**src/rtl/phase_sequencer_pkg.sv**
```systemverilog
// Shared constants and types for the CPU run/stop phase sequencer.
// Phase 0 is idle; phases 1..PH_LAST make up one instruction.
package phase_sequencer_pkg;

    localparam logic [2:0] PH_IDLE = 3'd0;
    localparam logic [2:0] PH_LAST = 3'd5;
    localparam int         PC_W    = 16;

    typedef enum logic [0:0] {
        SEQ_IDLE   = 1'b0,
        SEQ_ACTIVE = 1'b1
    } seq_state_t;

endpackage

```
**src/rtl/phase_sequencer_if.sv**
```systemverilog
// Control/debug bundle between the phase sequencer (slave) and the core/board (master).
interface phase_sequencer_if #(
    parameter int CNT_W = 16
);
    import phase_sequencer_pkg::*;

    logic             exec;
    logic             step_mode;
    logic             hlt;
    logic             stall;
    logic [PC_W-1:0]  pc;
    logic             bp_en;
    logic [PC_W-1:0]  bp_addr;
    logic [2:0]       phase;
    logic             executing;
    logic             halted;
    logic             bp_hit;
    logic             instr_done;
    logic [CNT_W-1:0] instr_count;

    modport master (
        output exec, step_mode, hlt, stall, pc, bp_en, bp_addr,
        input  phase, executing, halted, bp_hit, instr_done, instr_count
    );

    modport slave (
        input  exec, step_mode, hlt, stall, pc, bp_en, bp_addr,
        output phase, executing, halted, bp_hit, instr_done, instr_count
    );

endinterface

```
**src/rtl/phase_sequencer_btn_debounce.sv**
```systemverilog
// EXEC button conditioning: 2-FF synchroniser, debounce and press (falling-edge) pulse.
// A level change is accepted only after DEB_CYCLES consecutive samples disagree with it.
module btn_debounce #(
    parameter int DEB_CYCLES = 50000
) (
    input  logic clk,
    input  logic rst,
    input  logic btn,
    output logic press
);

    localparam int             CW      = $clog2(DEB_CYCLES + 1);
    localparam logic [CW-1:0]  CNT_MAX = CW'(DEB_CYCLES - 1);

    logic          sync1_r;
    logic          sync2_r;
    logic          stable_r;
    logic [CW-1:0] cnt_r;
    logic          press_r;

    // Synchronise, debounce and emit a single pulse when the accepted level falls.
    always_ff @(posedge clk or negedge rst) begin
        if (!rst) begin
            sync1_r  <= 1'b1;
            sync2_r  <= 1'b1;
            stable_r <= 1'b1;
            cnt_r    <= '0;
            press_r  <= 1'b0;
        end else begin
            sync1_r <= btn;
            sync2_r <= sync1_r;
            press_r <= 1'b0;
            if (sync2_r == stable_r) begin
                cnt_r <= '0;
            end else if (cnt_r == CNT_MAX) begin
                stable_r <= sync2_r;
                cnt_r    <= '0;
                press_r  <= ~sync2_r;
            end else begin
                cnt_r <= cnt_r + {{(CW-1){1'b0}}, 1'b1};
            end
        end
    end

    assign press = press_r;

endmodule

```
**src/rtl/phase_sequencer.sv**
```systemverilog
// Run/stop controller and instruction phase sequencer for the 16-bit multi-cycle core,
// with single-step, breakpoint and retired-instruction counter for board debug.
module phase_sequencer
    import phase_sequencer_pkg::*;
#(
    parameter int NPHASE     = int'(PH_LAST),
    parameter int DEB_CYCLES = 50000,
    parameter int CNT_W      = 16
) (
    input  logic               clk,
    input  logic               rst,
    phase_sequencer_if.slave   bus
);

    localparam logic [2:0] LAST = 3'(NPHASE);

    seq_state_t       state_r;
    logic [2:0]       phase_r;
    logic             stop_req_r;
    logic             halt_seen_r;
    logic             halted_r;
    logic             bp_hit_r;
    logic             instr_done_r;
    logic [CNT_W-1:0] instr_count_r;

    logic press_s;
    logic stop_now_s;
    logic halt_now_s;
    logic bp_match_s;

    btn_debounce #(
        .DEB_CYCLES (DEB_CYCLES)
    ) u_btn (
        .clk   (clk),
        .rst   (rst),
        .btn   (bus.exec),
        .press (press_s)
    );

    // Stop/halt requests including this cycle's events, so a press or HLT in the
    // last phase still applies to the instruction that is retiring.
    always_comb begin
        stop_now_s = stop_req_r | press_s | bus.hlt;
        halt_now_s = halt_seen_r | bus.hlt;
        bp_match_s = bus.bp_en & (bus.pc == bus.bp_addr);
    end

    // Sequencer FSM: phase count, sticky stop causes and retired-instruction counter.
    always_ff @(posedge clk or negedge rst) begin
        if (!rst) begin
            state_r       <= SEQ_IDLE;
            phase_r       <= PH_IDLE;
            stop_req_r    <= 1'b0;
            halt_seen_r   <= 1'b0;
            halted_r      <= 1'b0;
            bp_hit_r      <= 1'b0;
            instr_done_r  <= 1'b0;
            instr_count_r <= '0;
        end else begin
            instr_done_r <= 1'b0;
            case (state_r)
                SEQ_IDLE: begin
                    if (press_s) begin
                        state_r     <= SEQ_ACTIVE;
                        phase_r     <= 3'd1;
                        halted_r    <= 1'b0;
                        bp_hit_r    <= 1'b0;
                        stop_req_r  <= bus.step_mode;
                        halt_seen_r <= 1'b0;
                    end else begin
                        phase_r <= PH_IDLE;
                    end
                end
                SEQ_ACTIVE: begin
                    if (bus.stall) begin
                        stop_req_r  <= stop_now_s;
                        halt_seen_r <= halt_now_s;
                    end else if (phase_r != LAST) begin
                        phase_r     <= phase_r + 3'd1;
                        stop_req_r  <= stop_now_s;
                        halt_seen_r <= halt_now_s;
                    end else begin
                        // Instruction boundary: retire, then decide whether to continue.
                        instr_done_r  <= 1'b1;
                        instr_count_r <= instr_count_r + {{(CNT_W-1){1'b0}}, 1'b1};
                        stop_req_r    <= 1'b0;
                        halt_seen_r   <= 1'b0;
                        if (halt_now_s) begin
                            state_r  <= SEQ_IDLE;
                            phase_r  <= PH_IDLE;
                            halted_r <= 1'b1;
                        end else if (bp_match_s) begin
                            state_r  <= SEQ_IDLE;
                            phase_r  <= PH_IDLE;
                            bp_hit_r <= 1'b1;
                        end else if (stop_now_s) begin
                            state_r <= SEQ_IDLE;
                            phase_r <= PH_IDLE;
                        end else begin
                            phase_r <= 3'd1;
                        end
                    end
                end
                default: begin
                    state_r <= SEQ_IDLE;
                    phase_r <= PH_IDLE;
                end
            endcase
        end
    end

    assign bus.phase       = phase_r;
    assign bus.executing   = (phase_r != PH_IDLE);
    assign bus.halted      = halted_r;
    assign bus.bp_hit      = bp_hit_r;
    assign bus.instr_done  = instr_done_r;
    assign bus.instr_count = instr_count_r;

endmodule

```
**src/flat_wrapper.sv**
```systemverilog
// flat-port wrapper written by rule: the top's interface ports become plain ports
module phase_sequencer_flat import phase_sequencer_pkg::*;
#(
    parameter int NPHASE     = int'(PH_LAST),
    parameter int DEB_CYCLES = 50000,
    parameter int CNT_W      = 16
)
  (clk, rst, bus_exec, bus_step_mode, bus_hlt, bus_stall, bus_pc, bus_bp_en, bus_bp_addr, bus_phase, bus_executing, bus_halted, bus_bp_hit, bus_instr_done, bus_instr_count);
  phase_sequencer_if #(.CNT_W(CNT_W)) bus_i ();
  input  logic clk;
  input  logic rst;
  input wire logic [$bits(bus_i.exec)-1:0] bus_exec;
  input wire logic [$bits(bus_i.step_mode)-1:0] bus_step_mode;
  input wire logic [$bits(bus_i.hlt)-1:0] bus_hlt;
  input wire logic [$bits(bus_i.stall)-1:0] bus_stall;
  input wire logic [$bits(bus_i.pc)-1:0] bus_pc;
  input wire logic [$bits(bus_i.bp_en)-1:0] bus_bp_en;
  input wire logic [$bits(bus_i.bp_addr)-1:0] bus_bp_addr;
  output wire logic [$bits(bus_i.phase)-1:0] bus_phase;
  output wire logic [$bits(bus_i.executing)-1:0] bus_executing;
  output wire logic [$bits(bus_i.halted)-1:0] bus_halted;
  output wire logic [$bits(bus_i.bp_hit)-1:0] bus_bp_hit;
  output wire logic [$bits(bus_i.instr_done)-1:0] bus_instr_done;
  output wire logic [$bits(bus_i.instr_count)-1:0] bus_instr_count;
  assign bus_i.exec = bus_exec;
  assign bus_i.step_mode = bus_step_mode;
  assign bus_i.hlt = bus_hlt;
  assign bus_i.stall = bus_stall;
  assign bus_i.pc = bus_pc;
  assign bus_i.bp_en = bus_bp_en;
  assign bus_i.bp_addr = bus_bp_addr;
  assign bus_phase = bus_i.phase;
  assign bus_executing = bus_i.executing;
  assign bus_halted = bus_i.halted;
  assign bus_bp_hit = bus_i.bp_hit;
  assign bus_instr_done = bus_i.instr_done;
  assign bus_instr_count = bus_i.instr_count;
  phase_sequencer #(.NPHASE(NPHASE), .DEB_CYCLES(DEB_CYCLES), .CNT_W(CNT_W)) u_core (.clk(clk), .rst(rst), .bus(bus_i));
endmodule
```
**config.mk**
```make
export PLATFORM = sky130hd
export DESIGN_NAME = phase_sequencer_flat
export DESIGN_NICKNAME = d
export VERILOG_FILES = /design/src/rtl/phase_sequencer_pkg.sv /design/src/rtl/phase_sequencer_if.sv /design/src/rtl/phase_sequencer_btn_debounce.sv /design/src/rtl/phase_sequencer.sv /design/src/flat_wrapper.sv
export SDC_FILE = /design/constraint.sdc
export NUM_CORES = 1
export LEC_CHECK = 0
export BUFFER_PORTS_ARGS = -buffer_cell sky130_fd_sc_hd__buf_2
export CAP_MARGIN = 20
export CORE_UTILIZATION = 54
export CTS_CLUSTER_DIAMETER = 80
export CTS_CLUSTER_SIZE = 8
export DETAILED_ROUTE_END_ITERATION = 10
export PLACE_DENSITY = 0.82
export SYNTH_ARGS = -nofsm -noshare
export SYNTH_HDL_FRONTEND = slang
export SYNTH_SLANG_ARGS = --single-unit
```
**constraint.sdc**
```tcl
create_clock -name clk -period 2.5 [get_ports clk]
set_input_delay 0.25 -clock clk [delete_from_list [all_inputs] [get_ports clk]]
set_output_delay 0.25 -clock clk [all_outputs]
set_load 0.01 [all_outputs]
```
Word level (Yosys, flattened, before mapping)

Index checks and enable logic that the tools add are counted.

Flip-flop bits (word level): 45
Input port bits: 39
Output and inout port bits: 23
Word-level logic and storage cells: 78

$add $sub $neg: 3
Equality and inequality tests: 10
Muxes and demuxes: 38
Bitwise gates (word level): 9
Reductions and logical operators: 5

Operator list:

| cell                    | count |
|---|---|
| $add A16 B1 Y16 const B | 2 |
| $mux W16                | 2 |
| $mux W1                 | 26 |
| $eq A16 B16 Y1          | 1 |
| $eq A16 B16 Y1 const B  | 1 |
| $mux W3                 | 4 |
| $ne A2 B2 Y1 const B    | 6 |
| $pmux W1 S2             | 5 |
| $pmux W3 S2             | 1 |
| $not A1 Y1              | 5 |
| $reduce_and A5 Y1       | 1 |
| $reduce_and A4 Y1       | 1 |
| $add A3 B1 Y3 const B   | 1 |
| $ne A3 B3 Y1 const B    | 1 |
| $or A1 B1 Y1            | 3 |
| $reduce_and A3 Y1       | 1 |
| $reduce_bool A3 Y1      | 1 |
| $reduce_and A2 Y1       | 1 |
| $and A1 B1 Y1           | 1 |
| $eq A1 B1 Y1            | 1 |

Logic depth before layout (Yosys ltp)

Gate-level depths: netlist of the first run.

Word-level depth: 8
Mapped depth: 7
Gate-level depth less buffers: 5

By module

A second synthesis of the first run with hierarchy kept.

Cell total of the unflattened synthesis: 219
Area, all modules: 2404.8 um2

By module, submodules not included:

| module          | instances | cells an instance | area each (um2) | seq. area each (um2) |
|---|---|---|---|---|
| phase_sequencer | 1         | 126               | 1341.3          | 625.6 |
| btn_debounce    | 1         | 93                | 1063.5          | 504.2 |

Worst setup path before layout of the first run

No wires, ideal clock.

Path kind: register to register
Start point: reg u_core.u_btn.cnt_r[0]
End point: reg u_core.u_btn.cnt_r[12]
Library setup time: 0.118 ns
Arrival time: 1.445 ns
Data required time: 2.382 ns
Slack: 0.937 ns
Stages on the path, launching flop included: 8
Buffers on the path: 2
Clock period less this slack: 1.563 ns
Cell sequence: dfrtp_1 > ha_1 > and3_1 > clkbuf_1 > nand4_1 > nand2_1 > buf_4 > nor2_1

Longest elaborated chain between the ends: 3
Elaborated cells on any way between the ends: 4
Classes of those cells: add/sub (1); eq/ne (1); mux (2)

RTL lines:

| what                                                     | RTL line                                                               | source |
|---|---|---|
| start, declared                                          | phase_sequencer_btn_debounce.sv:18                                     | `logic [CW-1:0] cnt_r;` |
| start signal, assigned                                   | phase_sequencer_btn_debounce.sv:40                                     | `cnt_r <= cnt_r + {{(CW-1){1'b0}}, 1'b1};` |
| $add A16 B1 Y16 / $eq A16 B16 Y1 (equally long branches) | phase_sequencer_btn_debounce.sv:40, phase_sequencer_btn_debounce.sv:35 |  |
| $mux W16 (*)                                             | phase_sequencer_btn_debounce.sv:35                                     | `end else if (cnt_r == CNT_MAX) begin` |
| $mux W16 (*)                                             | phase_sequencer_btn_debounce.sv:33                                     | `if (sync2_r == stable_r) begin` |

Every way passes the cells marked *; elsewhere a longest branch is shown, timed or not.
A chain may end at the register's enable or synchronous reset.

Worst setup path in the final report of the first run

Start point: reg u_core.u_btn.cnt_r[0]
End point: reg u_core.u_btn.cnt_r[7]

The elaborated chain is that of the path after synthesis.

==> results of run 1 <==
-- cells in the final DEF (no fill, tap or decap), drive strengths merged, types with 2 or more instances in the layout --
| cell | synthesis | final |
|---|---|---|
| buf | 3 | 61 |
| dfrtp | 42 | 42 |
| xnor2 | 28 | 28 |
| nor2 | 20 | 20 |
| xor2 | 17 | 17 |
| nand2 | 16 | 16 |
| nand4 | 12 | 12 |
| nand3 | 11 | 11 |
| a21oi | 8 | 8 |
| clkbuf | 2 | 7 |
| and4 | 6 | 6 |
| and3 | 4 | 4 |
| inv | 4 | 4 |
| nor3 | 4 | 4 |
| o21ai | 3 | 3 |
| nor2b | 3 | 3 |
| dfstp | 3 | 3 |
| or3 | 2 | 2 |
| nor4b | 2 | 2 |
| and4bb | 2 | 2 |
| or2 | 2 | 2 |
| mux2 | 2 | 2 |
| mux2i | 2 | 2 |
| ha | 2 | 2 |
-- cells by family (layout without fill, tap and decap cells) --
logic type,Yosys count,count (layout),share of synthesized area (%)
and+or+nand+nor,89,89,22.75
adders and majority gates,2,2,1.110
muxes,4,4,1.887
DFF,45,45,50.11
AOI/OAI and AO/OA,16,16,4.495
buffers and inverters,9,73,2.164
xor gates and xnor gates,45,45,17.48
-- cell type report --
cell class                      instances  area [sq um]
Sequential cell                        45          1130
Tap cell                               50         62.56
Multi-Input combinational cell        156          1076
Clock buffer                            7         96.34
Clock inverter                          1         5.005
Inverter                                4         15.01
Timing Repair Buffer                   61         305.3
Fill cell                             303          1310
-- worst paths after layout --
kind,startpoint,endpoint,slack [ns],cells after the start
setup / recovery,u_core.u_btn.cnt_r[0],u_core.u_btn.cnt_r[7],0.72,5
hold / removal,bus_exec,u_core.u_btn.sync1_r,0.05,1
setup reg to reg,u_core.u_btn.cnt_r[0],u_core.u_btn.cnt_r[7],0.72,5
hold reg to reg,u_core.u_btn.sync1_r,u_core.u_btn.sync2_r,0.36,0
max in group asynchronous,rst,u_core.u_btn.cnt_r[14],1.79,1
min in group asynchronous,rst,u_core.bus.instr_count[3],0.11,1
-- power by group --
group	internal [mW]	switching, mW
Clock	0.250	0.234
Sequential	0.734	0.00451
Combinational	0.0444	0.0422
-- layer usage --
| metal | share of wire (%) | routed length [um] |
|---|---|---|
| met5 | 0 | 0 |
| met4 | 1.2 | 49 |
| met3 | 4.3 | 176 |
| met2 | 50 | 2051 |
| met1 | 44 | 1814 |
-- sequential cells by signal, indices dropped and copies added (netlist names) --
register                count
u_core.state_r              1
u_core.stop_req_r           1
u_core.bus.instr_done       1
u_core.bus.instr_count     16
u_core.u_btn.press          1
u_core.u_btn.cnt_r         16
u_core.bus.phase            3
u_core.halt_seen_r          1
u_core.bus.bp_hit           1
u_core.u_btn.sync1_r        1
u_core.bus.halted           1
u_core.u_btn.sync2_r        1
u_core.u_btn.stable_r       1
==> flow_summary.json, run 1 <==
{
  "status": "finished, violations left",
  "violations": "design-rule violations",
  "cts_tree": "built",
  "synth_top_cell_by_area": "dfrtp_1",
  "insertion_delay_ns": 0.30,
  "wl_mm": 4.091,
  "dp_slack_ns": 0.6919,
  "drive_above_1_share_pct": 30.66,
  "skew_ns": 0.009633,
  "rsz0062_at_grt": "no",
  "area_growth_pct": 19.31,
  "die_x_um": 66.62,
  "crit_fanout": 15,
  "cts_hold_buffers": 0,
  "synth.most_common_cell": "dfrtp_1",
  "min_period_over_period_pct": 71.37,
  "max_freq_mhz": 560.4,
  "ys_ff_latch": 45,
  "cts-resized-gates": 0,
  "io-pin-count": 62,
  "synthTopCellsByCount": "42 x dfrtp_1, 28 x xnor2_1, 20 x nor2_1, 17 x xor2_1, 15 x nand2_1",
  "met1_usage_pct": 24.26,
  "num_vias": 1760,
  "dpl.cell_count": 316,
  "grt_max_degree": 46,
  "synth-async-reset-ratio_pct": 100.0,
  "place_hpwl_mm": 3.031,
  "initial_core_util_pct": 56.37,
  "setup_viol": 0,
  "grt_use_met2_pct": 36.49,
  "clockBufferDepth": 2,
  "drv_slew": 0,
  "crit_type": "reg2reg",
  "firstDrtPassIters": 7,
  "stdcell_area_sq_mm": 0.002690,
  "drc_errors": 2,
  "avgRoutedWirePerCell_um": 12.63,
  "yosysSeqAreaShare_pct": 50.11,
  "cts_buffers": 5,
  "hold-worst-slack_ns": 0.04652,
  "hold_viol": 0,
  "yosysUniqueCellTypes": 38,
  "slew-limit-headroom_pct": 35.44,
  "drt_iter0_markers": 73,
  "hold_path_class": "in2reg",
  "grt-ovfl-total": 0,
  "dieHeight_um": 66.62,
  "crit_chain": "ha_1 -> and3_1 -> nand4_1 -> nand2_1 -> nor2_1",
  "dpl_cell_area_sq_mm": 0.002589,
  "power_density_mw_per_mm2": 486.6,
  "yosysTopAreaCellShare_pct": 46.61,
  "cp_top_family": "simple AND/OR/NAND/NOR gates",
  "gr-usage-all-layers_pct": 20.62,
  "grt_pass1_wl_mm": 6.865,
  "ys_warn_count": 0,
  "ys.flop_type": "dfrtp_1",
  "final-instance-count-excl-fill": 324,
  "cts.root.buffer_cell": "clkbuf_8",
  "synth_nets": 251,
  "crit_required_ns": 2.66,
  "synthTopCellsByArea": "dfrtp_1 47%, xnor2_1 11%, xor2_1 6.6%",
  "setup_tns_ns": 0,
  "max_stage_delay_ns": 0.46,
  "postCtsSetupBuffers": 0,
  "syn_area_sq_mm": 0.002255,
  "portBuffers": 61,
  "core_sq_mm": 0.004000,
  "synthCells": 210,
  "grt_pass1_vias": 1641,
  "grtUsageMet3_pct": 4.110,
  "clkSinkCount": 45,
  "slowest_stage": "nand2_1",
  "fin_crit_ns": 1.784,
  "nets": 314,
  "grt_antenna_before_repair": 0,
  "htreeDepth": 2,
  "crit_buf_inv": 0,
  "num_antenna_cells": 0,
  "cap_violations": 0,
  "drt-vias-per-instance": 5.432,
  "avgSynthCellArea_sq_um": 10.74,
  "clkTransAtPathRegs_ns": 0.08,
  "place_congestion": 0.8191,
  "synth-edff-count": 0,
  "drtAntennaViolNets": 0,
  "final.setup.worst_slack_ns": 0.7156,
  "cp.arrival_ns": 1.94,
  "setup.worst_path.end_class": "flop",
  "grt.busiest_layer": "met2",
  "rows": 23,
  "power_leakage_nw": 1.317,
  "crit_path_start_kind": "flop",
  "fin_util_pct": 67.25,
  "tightest_slew_ns": 0.9684,
  "peakVddDrop_mv": 0.2636,
  "die-area_sq_mm": 0.004438,
  "total_power_mw": 1.309
}
No activity file was read; power rests on OpenSTA's default activity.
==> inputs of run 2 (changes only) <==
--- a/config.mk
+++ b/config.mk
@@ -7,11 +7,11 @@
 export LEC_CHECK = 0
 export BUFFER_PORTS_ARGS = -buffer_cell sky130_fd_sc_hd__buf_2
 export CAP_MARGIN = 20
-export CORE_UTILIZATION = 54
+export CORE_UTILIZATION = 52
 export CTS_CLUSTER_DIAMETER = 80
 export CTS_CLUSTER_SIZE = 8
 export DETAILED_ROUTE_END_ITERATION = 10
-export PLACE_DENSITY = 0.82
+export PLACE_DENSITY = 0.79
 export SYNTH_ARGS = -nofsm -noshare
 export SYNTH_HDL_FRONTEND = slang
 export SYNTH_SLANG_ARGS = --single-unit
==> constraint.sdc (replaced) <==
create_clock -name clk -period 1.8 [get_ports clk]
set_input_delay 0.18 -clock clk [delete_from_list [all_inputs] [get_ports clk]]
set_output_delay 0.18 -clock clk [all_outputs]
set_load 0.01 [all_outputs]
==> run 2 against run 1 <==
  * The run now ends clean
  * First-iteration DRC count increased by 27%
  * Clock power grew 24%
  * Sequential cell count did not move
  * Setup slack got worse by 0.48 ns
  * Critical endpoint is now u_core.u_btn.cnt_r[15]
  * Routed wire length rose by 1.7%
  * Combinational power is 53% higher
  * Global-route usage hardly changed
  * Critical path depth fell by 1
  * Sequential power up 39%
  * Clock-buffer cell count stayed put
==> flow_summary.json, run 2 (synthesis gave the netlist of run 1 again) <==
{
  "status": "completed",
  "insertion_delay_ns": 0.29,
  "setup_tns_ns": 0,
  "setup_viol": 0,
  "cp.arrival_ns": 1.79,
  "clkSinkCount": 45,
  "drt-vias-per-instance": 5.286,
  "cts_hold_buffers": 2,
  "drc_errors": 0,
  "max_freq_mhz": 639.8,
  "crit_path_start_kind": "flop",
  "core_sq_mm": 0.004086,
  "area_growth_pct": 21.42,
  "die_x_um": 67.85,
  "power_density_mw_per_mm2": 641.6,
  "die-area_sq_mm": 0.004603,
  "grt_antenna_before_repair": 0,
  "total_power_mw": 1.757,
  "setup.worst_path.end_class": "flop",
  "htreeDepth": 2,
  "fin_crit_ns": 1.563,
  "rows": 23,
  "layout_commonest_cell": "buf_2",
  "num_antenna_cells": 0,
  "avgRoutedWirePerCell_um": 12.53,
  "slew-limit-headroom_pct": 63.04,
  "rsz0062_at_grt": "no",
  "drv_slew": 0,
  "cap_violations": 0,
  "gr-usage-all-layers_pct": 20.60,
  "nets": 322,
  "cp_top_family": "simple AND/OR/NAND/NOR gates",
  "postCtsSetupBuffers": 0,
  "skew_ns": 0.007980,
  "clkTransAtPathRegs_ns": 0.08,
  "place_congestion": 0.7770,
  "peakVddDrop_mv": 0.4583,
  "dieHeight_um": 67.85,
  "crit_fanout": 7,
  "drtAntennaViolNets": 0,
  "wl_mm": 4.161,
  "tightest_slew_ns": 0.5544,
  "initial_core_util_pct": 55.17,
  "dpl_cell_area_sq_mm": 0.002634,
  "stdcell_area_sq_mm": 0.002738,
  "grt_pass1_wl_mm": 7.093,
  "cts-resized-gates": 0,
  "place_hpwl_mm": 3.189,
  "portBuffers": 61,
  "drt_iter0_markers": 93,
  "crit_chain": "and4_1 -> nand2_4 -> or4_4 -> a21oi_2",
  "hold_path_class": "in2reg",
  "cts.root.buffer_cell": "clkbuf_8",
  "grt_max_degree": 26,
  "grt-ovfl-total": 0,
  "crit_buf_inv": 0,
  "num_vias": 1755,
  "io-pin-count": 62,
  "power_leakage_nw": 1.340,
  "crit_type": "reg2reg",
  "max_stage_delay_ns": 0.48,
  "cts_buffers": 5,
  "cts_tree": "built",
  "slowest_stage": "or4_4",
  "firstDrtPassIters": 6,
  "layout_common_cells": "61 x buf_2, 42 x dfrtp_1, 28 x xnor2_1, 20 x nor2_1, 17 x xor2_1",
  "grt_pass1_vias": 1636,
  "drive_above_1_share_pct": 31.21,
  "hold_viol": 0,
  "clockBufferDepth": 2,
  "min_period_over_period_pct": 86.83,
  "crit_required_ns": 2.03
}
-- run 2: changes by cell type in the layout (fill, tap and decap cells not counted), sizes merged --
cell / before / now
buf: 61 / 67
clkinv: 1 / 0
clkinvlp: 0 / 1
dlygate4sd3: 0 / 2
-- run 2: per-stage QoR --
| step | setup WS [ns] | util (%) | std cells | hold slack, ns |
|---|---|---|---|---|
| floorplan | 0.2366 | - | 210 | -0.1156 |
| global placement | 0.2908 | 64.45 | 322 | 0.1950 |
| detailed placement | 0.2488 | 64.45 | 322 | 0.2002 |
| CTS | 0.2276 | 66.99 | 332 | 0.2036 |
| global route | 0.07238 | 66.99 | 332 | 0.2336 |
| finish | 0.2371 | 66.99 | 332 | 0.2035 |
-- run 2: layout make-up --
class                           instances  area, sq um
Inverter                                4        15.01
Clock inverter                          1        7.507
Timing Repair Buffer                   69        370.4
Multi-Input combinational cell        156         1076
Tap cell                               50        62.56
Sequential cell                        45         1130
Clock buffer                            7        76.32
Fill cell                             338         1349
-- run 2: layer usage --
| metal | track usage (%) | wire [um] |
|---|---|---|
| met1 | 28.63 | 2046 |
| met2 | 31.81 | 1853 |
| met3 | 4.833 | 212 |
| met4 | 6.510 | 48 |
| met5 | 0 | 0 |
-- run 2: worst reg2reg max path, stage by stage, from the launching register on --
cell and delay (ns):
dfrtp_1 0.43, and4_1 0.39, nand2_4 0.07, or4_4 0.48, a21oi_2 0.13
-- run 2: path summary, 6_finish.rpt --
| path | slack (ns) | start | endpoint | cells after the start |
|---|---|---|---|---|
| min in group asynchronous | 0.40 | rst | u_core.bus.instr_count[3] | 2 |
| max reg2reg | 0.24 | u_core.u_btn.cnt_r[4] | u_core.u_btn.cnt_r[15] | 4 |
| min | 0.20 | bus_hlt | u_core.stop_req_r | 3 |
| max | 0.24 | u_core.u_btn.cnt_r[4] | u_core.u_btn.cnt_r[15] | 4 |
| min reg2reg | 0.36 | u_core.u_btn.sync1_r | u_core.u_btn.sync2_r | 0 |
| max in group asynchronous | 0.77 | rst | u_core.u_btn.stable_r | 3 |
-- run 2: report_power, final --
part	switching, mW	leakage [nW]	internal (mW)
combinational	0.0614	0.696	0.0704
sequential	0.00603	0.605	1.02
clock	0.324	0.0385	0.275
